**src/rtl/traffic_pkg.sv**
```systemverilog
// Shared types for the traffic-light controller slice.
//  table_e       : timing-table codes presented to the fsm (A..D)
//  light_e       : lamp drive codes
//  sched_state_e : phase_scheduler state encoding
//  sel_table()   : maps the latched demand vector {STH,SNN,SNS} to a table
package traffic_pkg;

  typedef enum logic [1:0] {
    TBL_A = 2'b00,
    TBL_B = 2'b01,
    TBL_C = 2'b10,
    TBL_D = 2'b11
  } table_e;

  typedef enum logic [1:0] {
    LT_RED    = 2'b00,
    LT_YELLOW = 2'b01,
    LT_GREEN  = 2'b10,
    LT_OFF    = 2'b11
  } light_e;

  typedef enum logic [1:0] {
    ST_IDLE = 2'b00,
    ST_KICK = 2'b01,
    ST_LOAD = 2'b10,
    ST_RUN  = 2'b11
  } sched_state_e;

  // Exactly one demand picks its dedicated table; none or a conflict
  // falls back to the default table A.
  function automatic table_e sel_table(input logic [2:0] dem);
    case (dem)
      3'b100:  sel_table = TBL_B;
      3'b010:  sel_table = TBL_C;
      3'b001:  sel_table = TBL_D;
      default: sel_table = TBL_A;
    endcase
  endfunction

endpackage

```
**src/rtl/tick_prescaler.sv**
```systemverilog
// One-second tick generator for the phase scheduler.
//  clk   in  system clock
//  reset in  async active-low reset
//  run   in  count enable; counter is held at 0 while low
//  tick  out one-cycle pulse when the counter wraps at CLK_HZ-1
module tick_prescaler #(
  parameter int CLK_HZ = 10000
) (
  input  logic clk,
  input  logic reset,
  input  logic run,
  output logic tick
);

  localparam int              CW   = (CLK_HZ > 1) ? $clog2(CLK_HZ) : 1;
  localparam logic [CW-1:0]   LAST = CW'(CLK_HZ - 1);

  logic [CW-1:0] cnt_q, cnt_d;

  assign tick = run && (cnt_q == LAST);

  // Holding at 0 outside run makes the first tick land exactly CLK_HZ
  // cycles after run rises.
  always_comb begin
    cnt_d = '0;
    if (run && !tick) cnt_d = cnt_q + CW'(1);
  end

  always_ff @(posedge clk or negedge reset) begin
    if (!reset) cnt_q <= '0;
    else        cnt_q <= cnt_d;
  end

endmodule

```
**src/rtl/phase_scheduler.sv**
```systemverilog
// Phase timer and demand-to-table selector for the traffic-light fsm.
//  clk, reset        system clock; async active-low reset
//  enable_general    low forces IDLE (demands are kept)
//  SNN, SNS, STH     raw vehicle sensors (async, synchronized here)
//  ped_req           raw pedestrian button (used only with PED_EXTEND_EN)
//  secondsToCount    phase duration from the fsm, sampled in LOAD
//  finished          one-cycle pulse, phase over
//  tabla             timing table for the next phase
//  seconds_left      remaining seconds of the current phase
//  busy              high in LOAD and RUN
// Build option: define PED_EXTEND_EN to extend the next phase by PED_EXTRA
// seconds after a pedestrian request.
module phase_scheduler
  import traffic_pkg::*;
#(
  parameter int CLK_HZ      = 10000,
  parameter int MIN_SECONDS = 1,
  parameter int PED_EXTRA   = 5
) (
  input  logic        clk,
  input  logic        reset,
  input  logic        enable_general,
  input  logic        SNN,
  input  logic        SNS,
  input  logic        STH,
  input  logic        ped_req,
  input  logic [15:0] secondsToCount,
  output logic        finished,
  output logic [1:0]  tabla,
  output logic [15:0] seconds_left,
  output logic        busy
);

  localparam logic [15:0] MIN16 = 16'(MIN_SECONDS);

  sched_state_e state_q, state_d;
  table_e       tabla_q, tabla_d;
  logic [15:0]  sl_q, sl_d;
  logic [2:0]   snc1_q, snc2_q;     // {STH,SNN,SNS}
  logic [2:0]   dem_q, dem_d;
  logic [15:0]  base_sec, load_sec;
  logic         tick;

  tick_prescaler #(.CLK_HZ(CLK_HZ)) u_presc (
    .clk   (clk),
    .reset (reset),
    .run   (state_q == ST_RUN),
    .tick  (tick)
  );

  assign base_sec = (secondsToCount < MIN16) ? MIN16 : secondsToCount;

`ifdef PED_EXTEND_EN
  logic        ped1_q, ped2_q, ped_q, ped_d;
  // Request captured at KICK, consumed by the following LOAD.
  logic        ped_ext_q, ped_ext_d;
  logic [16:0] ext_sum;

  assign ext_sum  = {1'b0, base_sec} + 17'(PED_EXTRA);
  assign load_sec = !ped_ext_q ? base_sec :
                    ext_sum[16] ? 16'hFFFF : ext_sum[15:0];

  always_ff @(posedge clk or negedge reset) begin
    if (!reset) begin
      ped1_q    <= 1'b0;
      ped2_q    <= 1'b0;
      ped_q     <= 1'b0;
      ped_ext_q <= 1'b0;
    end else begin
      ped1_q    <= ped_req;
      ped2_q    <= ped1_q;
      ped_q     <= ped_d;
      ped_ext_q <= ped_ext_d;
    end
  end
`else
  logic ped_unused;
  assign ped_unused = ped_req;
  assign load_sec   = base_sec;
`endif

  always_comb begin
    state_d = state_q;
    tabla_d = tabla_q;
    sl_d    = sl_q;
    dem_d   = dem_q | snc2_q;
`ifdef PED_EXTEND_EN
    ped_d     = ped_q | ped2_q;
    ped_ext_d = ped_ext_q;
`endif
    if (!enable_general) begin
      state_d = ST_IDLE;
      sl_d    = '0;
    end else begin
      case (state_q)
        ST_IDLE: state_d = ST_KICK;
        ST_KICK: begin
          tabla_d = sel_table(dem_q);
          // Clear, but keep anything sampled this same cycle.
          dem_d   = snc2_q;
`ifdef PED_EXTEND_EN
          ped_ext_d = ped_q;
          ped_d     = ped2_q;
`endif
          state_d = ST_LOAD;
        end
        ST_LOAD: begin
          sl_d    = load_sec;
          state_d = ST_RUN;
        end
        ST_RUN: begin
          if (tick) begin
            if (sl_q <= 16'd1) begin
              sl_d    = '0;
              state_d = ST_KICK;
            end else begin
              sl_d = sl_q - 16'd1;
            end
          end
        end
        default: state_d = ST_IDLE;
      endcase
    end
  end

  always_ff @(posedge clk or negedge reset) begin
    if (!reset) begin
      state_q <= ST_IDLE;
      tabla_q <= TBL_A;
      sl_q    <= '0;
      snc1_q  <= '0;
      snc2_q  <= '0;
      dem_q   <= '0;
    end else begin
      state_q <= state_d;
      tabla_q <= tabla_d;
      sl_q    <= sl_d;
      snc1_q  <= {STH, SNN, SNS};
      snc2_q  <= snc1_q;
      dem_q   <= dem_d;
    end
  end

  // During the pulse the fsm already sees the table chosen for the next phase.
  assign finished     = (state_q == ST_KICK);
  assign tabla        = (state_q == ST_KICK) ? sel_table(dem_q) : tabla_q;
  assign seconds_left = sl_q;
  assign busy         = (state_q == ST_LOAD) || (state_q == ST_RUN);

endmodule
```
**config.mk**
```make
export PLATFORM = sky130hd
export DESIGN_NAME = phase_scheduler
export DESIGN_NICKNAME = d
export VERILOG_FILES = /design/src/rtl/traffic_pkg.sv /design/src/rtl/tick_prescaler.sv /design/src/rtl/phase_scheduler.sv
export SDC_FILE = /design/constraint.sdc
export NUM_CORES = 1
export LEC_CHECK = 0
export CORE_MARGIN = 2
export CORE_UTILIZATION = 29
export DETAILED_ROUTE_END_ITERATION = 8
export GPL_TIMING_DRIVEN = 0
export PLACE_DENSITY = 0.56
export SYNTH_ARGS = -nofsm -noshare
export SYNTH_HDL_FRONTEND = slang
export SYNTH_SLANG_ARGS = --single-unit
```
**constraint.sdc**
```tcl
create_clock -name clk -period 6.1 [get_ports clk]
set_clock_uncertainty 0.15 [all_clocks]
set_input_delay 1.22 -clock clk [delete_from_list [all_inputs] [get_ports clk]]
set_output_delay 1.22 -clock clk [all_outputs]
set_load 0.03 [all_outputs]
```
# ---- Word-level counts from Yosys, hierarchy flattened
# Index checks and enable logic that the tools add are counted.
dict set report totals {
  register_bits 43
  in_bits 23
  word_cells 43
}
dict set report op_classes {
  n_addsub 2
  n_lt_le_gt_ge 2
  n_eq_ne 10
  n_mux 14
  bitwise 1
  reduce_logical 7
}
# cell n
set ops {}
lappend ops {{16-bit two-way mux} 4}
lappend ops {{16-bit one-hot mux with 2 select lines} 1}
lappend ops {{16-bit by 1-bit <= comparator with 1-bit output, second input constant} 1}
lappend ops {{16-bit by 1-bit < comparator with 1-bit output, second input constant} 1}
lappend ops {{16-bit by 1-bit subtractor with 16-bit output, second input constant} 1}
lappend ops {{14-bit by 1-bit adder with 14-bit output, second input constant} 1}
lappend ops {{14-bit == test, second input constant} 1}
lappend ops {{14-bit two-way mux} 1}
lappend ops {{2-bit two-way mux} 4}
lappend ops {{2-bit one-hot mux with 4 select lines} 1}
lappend ops {{3-bit two-way mux} 2}
lappend ops {{3-bit inequality test, second input constant} 2}
lappend ops {{2-bit one-hot mux with 3 select lines} 1}
lappend ops {{2-bit == test, second input constant} 2}
lappend ops {{2-bit AND reduction} 2}
lappend ops {{3-bit by 1-bit == test with 1-bit output, second input constant} 1}
lappend ops {{3-bit by 2-bit == test with 1-bit output, second input constant} 1}
lappend ops {{3-bit == test, second input constant} 1}
lappend ops {{3-bit by 1-bit inequality test with 1-bit output, second input constant} 1}
lappend ops {{3-bit bitwise OR} 1}
lappend ops {{2-bit by 1-bit == test with 1-bit output, second input constant} 1}
lappend ops {{1-bit logical AND} 2}
lappend ops {{2-bit logical NOT} 1}
lappend ops {{1-bit logical NOT} 1}
lappend ops {{1-bit logical OR} 1}

# ---- Depth between registers and ports, before layout
dict set report depth {
  word_depth 5
  mapped_depth 8
}

# ---- By module
# Synthesis repeated with hierarchy kept, for this count alone.
dict set report unflattened {
  cells_unflattened 247
  hier_area_um2 2416.1
}
# module instances cells_per_inst area_each_um2
set by_module_without_submodules {}
lappend by_module_without_submodules {phase_scheduler 1 177 1724.2}
lappend by_module_without_submodules {tick_prescaler 1 70 691.9}

# ---- Least setup slack after synthesis
# Ideal clock, no wire load.
dict set report synth_path {
  path_kind {register to output}
  from {reg state_q[1]}
  to {out tabla[0]}
  t_arrival_ns 1.299
  slack_ns 3.431
  stages_incl_launch_ff 4
  path_buffers 0
  cell_sequence {dfrtp_1 inv_1 ha_1 mux2_2}
}
dict set report synth_via {
  elab_chain_cells 2
}
# element line
set synth_lines {}
lappend synth_lines {{start: declaration} phase_scheduler.sv:36} ;# sched_state_e state_q, state_d;
lappend synth_lines {{start signal: assignment} phase_scheduler.sv:135} ;# state_q <= state_d;
lappend synth_lines {{2-bit by 1-bit == test with 1-bit output} --}
lappend synth_lines {{net finished} phase_scheduler.sv:28} ;# output logic finished,
lappend synth_lines {{2-bit two-way mux} --}
lappend synth_lines {{end: declaration} phase_scheduler.sv:29} ;# output logic [1:0] tabla,
# The timed path passes the listed nets, and every way through them passes these cells.

# ---- Worst setup path in the final report
dict set report layout_path {
  from {reg state_q[0]}
  to {out busy}
}
dict set report layout_via {
  elab_chain_cells 2
}
# element line
set layout_lines {}
lappend layout_lines {{2-bit == test} phase_scheduler.sv:148} ;# assign busy = (state_q == ST_LOAD) || (state_q == ST_RUN);
lappend layout_lines {{1-bit logical OR *} phase_scheduler.sv:148}
lappend layout_lines {{end: declaration} phase_scheduler.sv:31} ;# output logic busy
# Mark *: on every way between the ends. The rest lies on a longest branch, timed or not.

==> results.yml <==
logic_synthesis:
  synthDominantCellAreaShare_pct: 46.2
  synth_edf_count: 0
  ys_seq_elements: 43
  ys_seq_area_share_pct: 46.2
  syn-instance-count: 241
  synth_top_area_cell: "dfrtp_1"
  synth_area_per_cell_um2: 9.67
  yosysMostFrequentCell: "dfrtp_1"
  synthFlopType: "dfrtp_1"
  syn_area_um2: 2330
  synth_fp_nets: 270
  synthTopCellsByCount: "dfrtp_1, nor2_1, nand2_1"
  ys_types: 46
  async_flop_share_pct: 100
  ys_warn_count: 0
  synth_area_leaders: "dfrtp_1, nor2_1, nand2_1, ha_1, nand3_1"
placement:
  port_buffers: 41
  placed_cells: 385
  gp_congestion: 0.825
  place_hpwl_mm: 4.31
timing:
  min_period_over_period_pct: 57.0
  maxSlewViolCount: 0
  max_slew.worst_pin.slew_ns: 0.834
  fmax_mhz: 288
  setup_tns_ns: 0
  finalHoldWorstSlack_ns: 0.204
  hold_violations: 0
  setup_viol: 0
  final.min_clock_period_ns: 3.48
  relSlewSlack_pct: 43.9
  rsz0062_at_grt: "no"
worst_setup_path:
  crit_start: "state_q[0]"
  path_class: "flip-flop to output port"
  cp_max_fo: 10
  cp.required_ns: 4.73
  reg2reg_from: "u_presc.cnt_q[0]"
  arrival_ns: 2.11
  start_kind: "flip-flop"
  end_kind: "output port"
final_layout:
  multi_input_area_um2: 1180
  regArea_um2: 1080
  syn_to_final_growth_pct: 28.7
  final_util_pct: 38.6
  num-fill-cells: 777
  nets: 319
  drive_gt1_share_pct: 8.25
  diodes: 0
  fin_cells: 393
floorplan:
  fp.dieW_um: 93.7
  die-area_um2: 8770
  core_area_um2: 7770
  io-pin-count: 43
  row_count: 32
  die_y_um: 93.7
  start_util_pct: 30.0
route:
  routed_wirelength_mm: 5.63
  ant_nets: 0
  vias: 1912
  vias_per_cell: 4.87
  drt_pass1_iterations: 4
  drcViolationCount: 0
  drt_iter0_drc: 84
  wl_per_cell_um: 14.3
pwr:
  combinationalPowerShare_pct: 44.8
  power_switching_uw: 443
  ir_drop_mv: 0.100
  p_sw_share_pct: 40.6
  p_leak_nw: 1.24
  pwr-share-seq_pct: 33.9
  power_density_nw_per_um2: 364
  p_clk_share_pct: 21.3
  internal-power_uw: 649
global_route:
  antenna_found_initial: 0
  gr-total-overflow: 0
  grt_pass1_wl_mm: 9.59
  grt_pass1_vias: 1988
  grt_max_degree: 26
  grt.total_usage_pct: 13.7
worst_hold_path:
  hold_start: "snc1_q[0]"
  hp-class: "flip-flop to flip-flop"
clock_network:
  clockBufferDepth: 2
  cts_inserted_buffers: 5
  cts_tree: "yes"
  cts_root_buffer: "clkbuf_8"
  clkLatencyLatePin_ns: 0.30
  cts.repair.resized: 0
  cts.htree.levels: 2
  postCtsHoldBufs: 0
  clk_pin_slew_worst_paths_ns: 0.09
  clock-sinks: 43
  cts_setup_buffers: 0
run_status:
  status: "complete, no violations"
flow_run:
  maxCapViolations: 0
power by group through the flow:
stage / logic [mW] / registers [mW] / clock network, mW
after floorplan: 0.298 / 0.408 / 0
final: 0.490 / 0.370 / 0.233
after global routing: 0.539 / 0.378 / 0.252
after detailed placement: 0.490 / 0.376 / 0
after global placement: 0.487 / 0.374 / 0
after CTS: 0.491 / 0.370 / 0.240
worst paths after layout:
| path | endpoint | slack (ns) | depth (start not counted) |
|---|---|---|---|
| setup / recovery | busy | 2.62 | 4 |
| hold / removal | snc2_q[0] | 0.20 | 0 |
| setup reg to reg | seconds_left[10] | 3.61 | 8 |
| hold reg to reg | snc2_q[0] | 0.20 | 0 |
| max in group asynchronous | snc1_q[1] | 4.61 | 2 |
| min in group asynchronous | seconds_left[1] | 0.71 | 1 |
layout make-up:
| type | count | area share [%] |
|---|---|---|
| sequential | 43 | 35.9 |
| clock inverter | 3 | 1.58 |
| buffer | 8 | 1.25 |
| timing repair buffer | 42 | 14.2 |
| inverter | 11 | 1.38 |
| clock buffer | 5 | 2.29 |
| multi-input combinational | 179 | 39.2 |
| tap | 102 | 4.25 |
per-layer routing:
metal | track usage (%) | share of wire (%)
met2 | 21.1 | 46
met3 | 2.17 | 3.4
met4 | 4.59 | 1.6
met1 | 19.5 | 49
met5 | 0 | 0
sequential cells by signal, indices dropped and copies added, names as in the netlist:
register       flops
tabla_q            2
snc2_q             3
snc1_q             3
seconds_left      16
state_q            2
dem_q              3
u_presc.cnt_q     14
worst max-delay path, stage by stage, from the launching register on:
cell	delay, ns
dfrtp_1	0.42
ha_1	0.25
clkbuf_1	0.22
or2_2	0.33
clkdlybuf4s50_1	0.59
stage by stage:
stage	power, mW	instance area [um^2]	worst slack (ns)
final	1.09	3000	2.62
after global routing	1.17	3000	2.51
after CTS	1.10	3000	2.59
after detailed placement	0.866	2880	2.78
after global placement	0.861	2870	2.46
after floorplan	0.706	2330	3.43
layout by cell type (no fill, tap or decap), types with 2 or more instances in the layout:
master / n
a211oi_1: 3
a21o_1: 4
a21oi_1: 4
a22oi_1: 5
a31oi_1: 3
a32oi_1: 3
and3_1: 4
and4_1: 3
and4b_1: 2
clkbuf_1: 7
clkbuf_8: 5
clkdlybuf4s50_1: 40
dfrtp_1: 43
ha_1: 6
inv_1: 11
mux2_2: 4
mux2i_1: 2
nand2_1: 24
nand2b_1: 2
nand3_1: 14
nor2_1: 27
nor3_1: 8
nor3b_1: 2
nor4_1: 7
o211ai_1: 6
o21a_1: 2
o21ai_0: 8
o31a_1: 2
or4_4: 2
xnor2_1: 8
xor2_1: 8
logic make-up (layout without fill, tap and decap cells):
logic type / after synthesis / count (layout) / share of synthesized area, %
muxes: 6 / 6 / 2.79
DFF: 43 / 43 / 46.2
AOI/OAI and AO/OA: 48 / 48 / 14.6
buffers and inverters: 19 / 69 / 3.38
adders and majority gates: 6 / 6 / 3.22
xor gates and xnor gates: 16 / 16 / 6.01
and+or+nand+nor: 103 / 103 / 23.8
(Power assumes the default switching activity.)
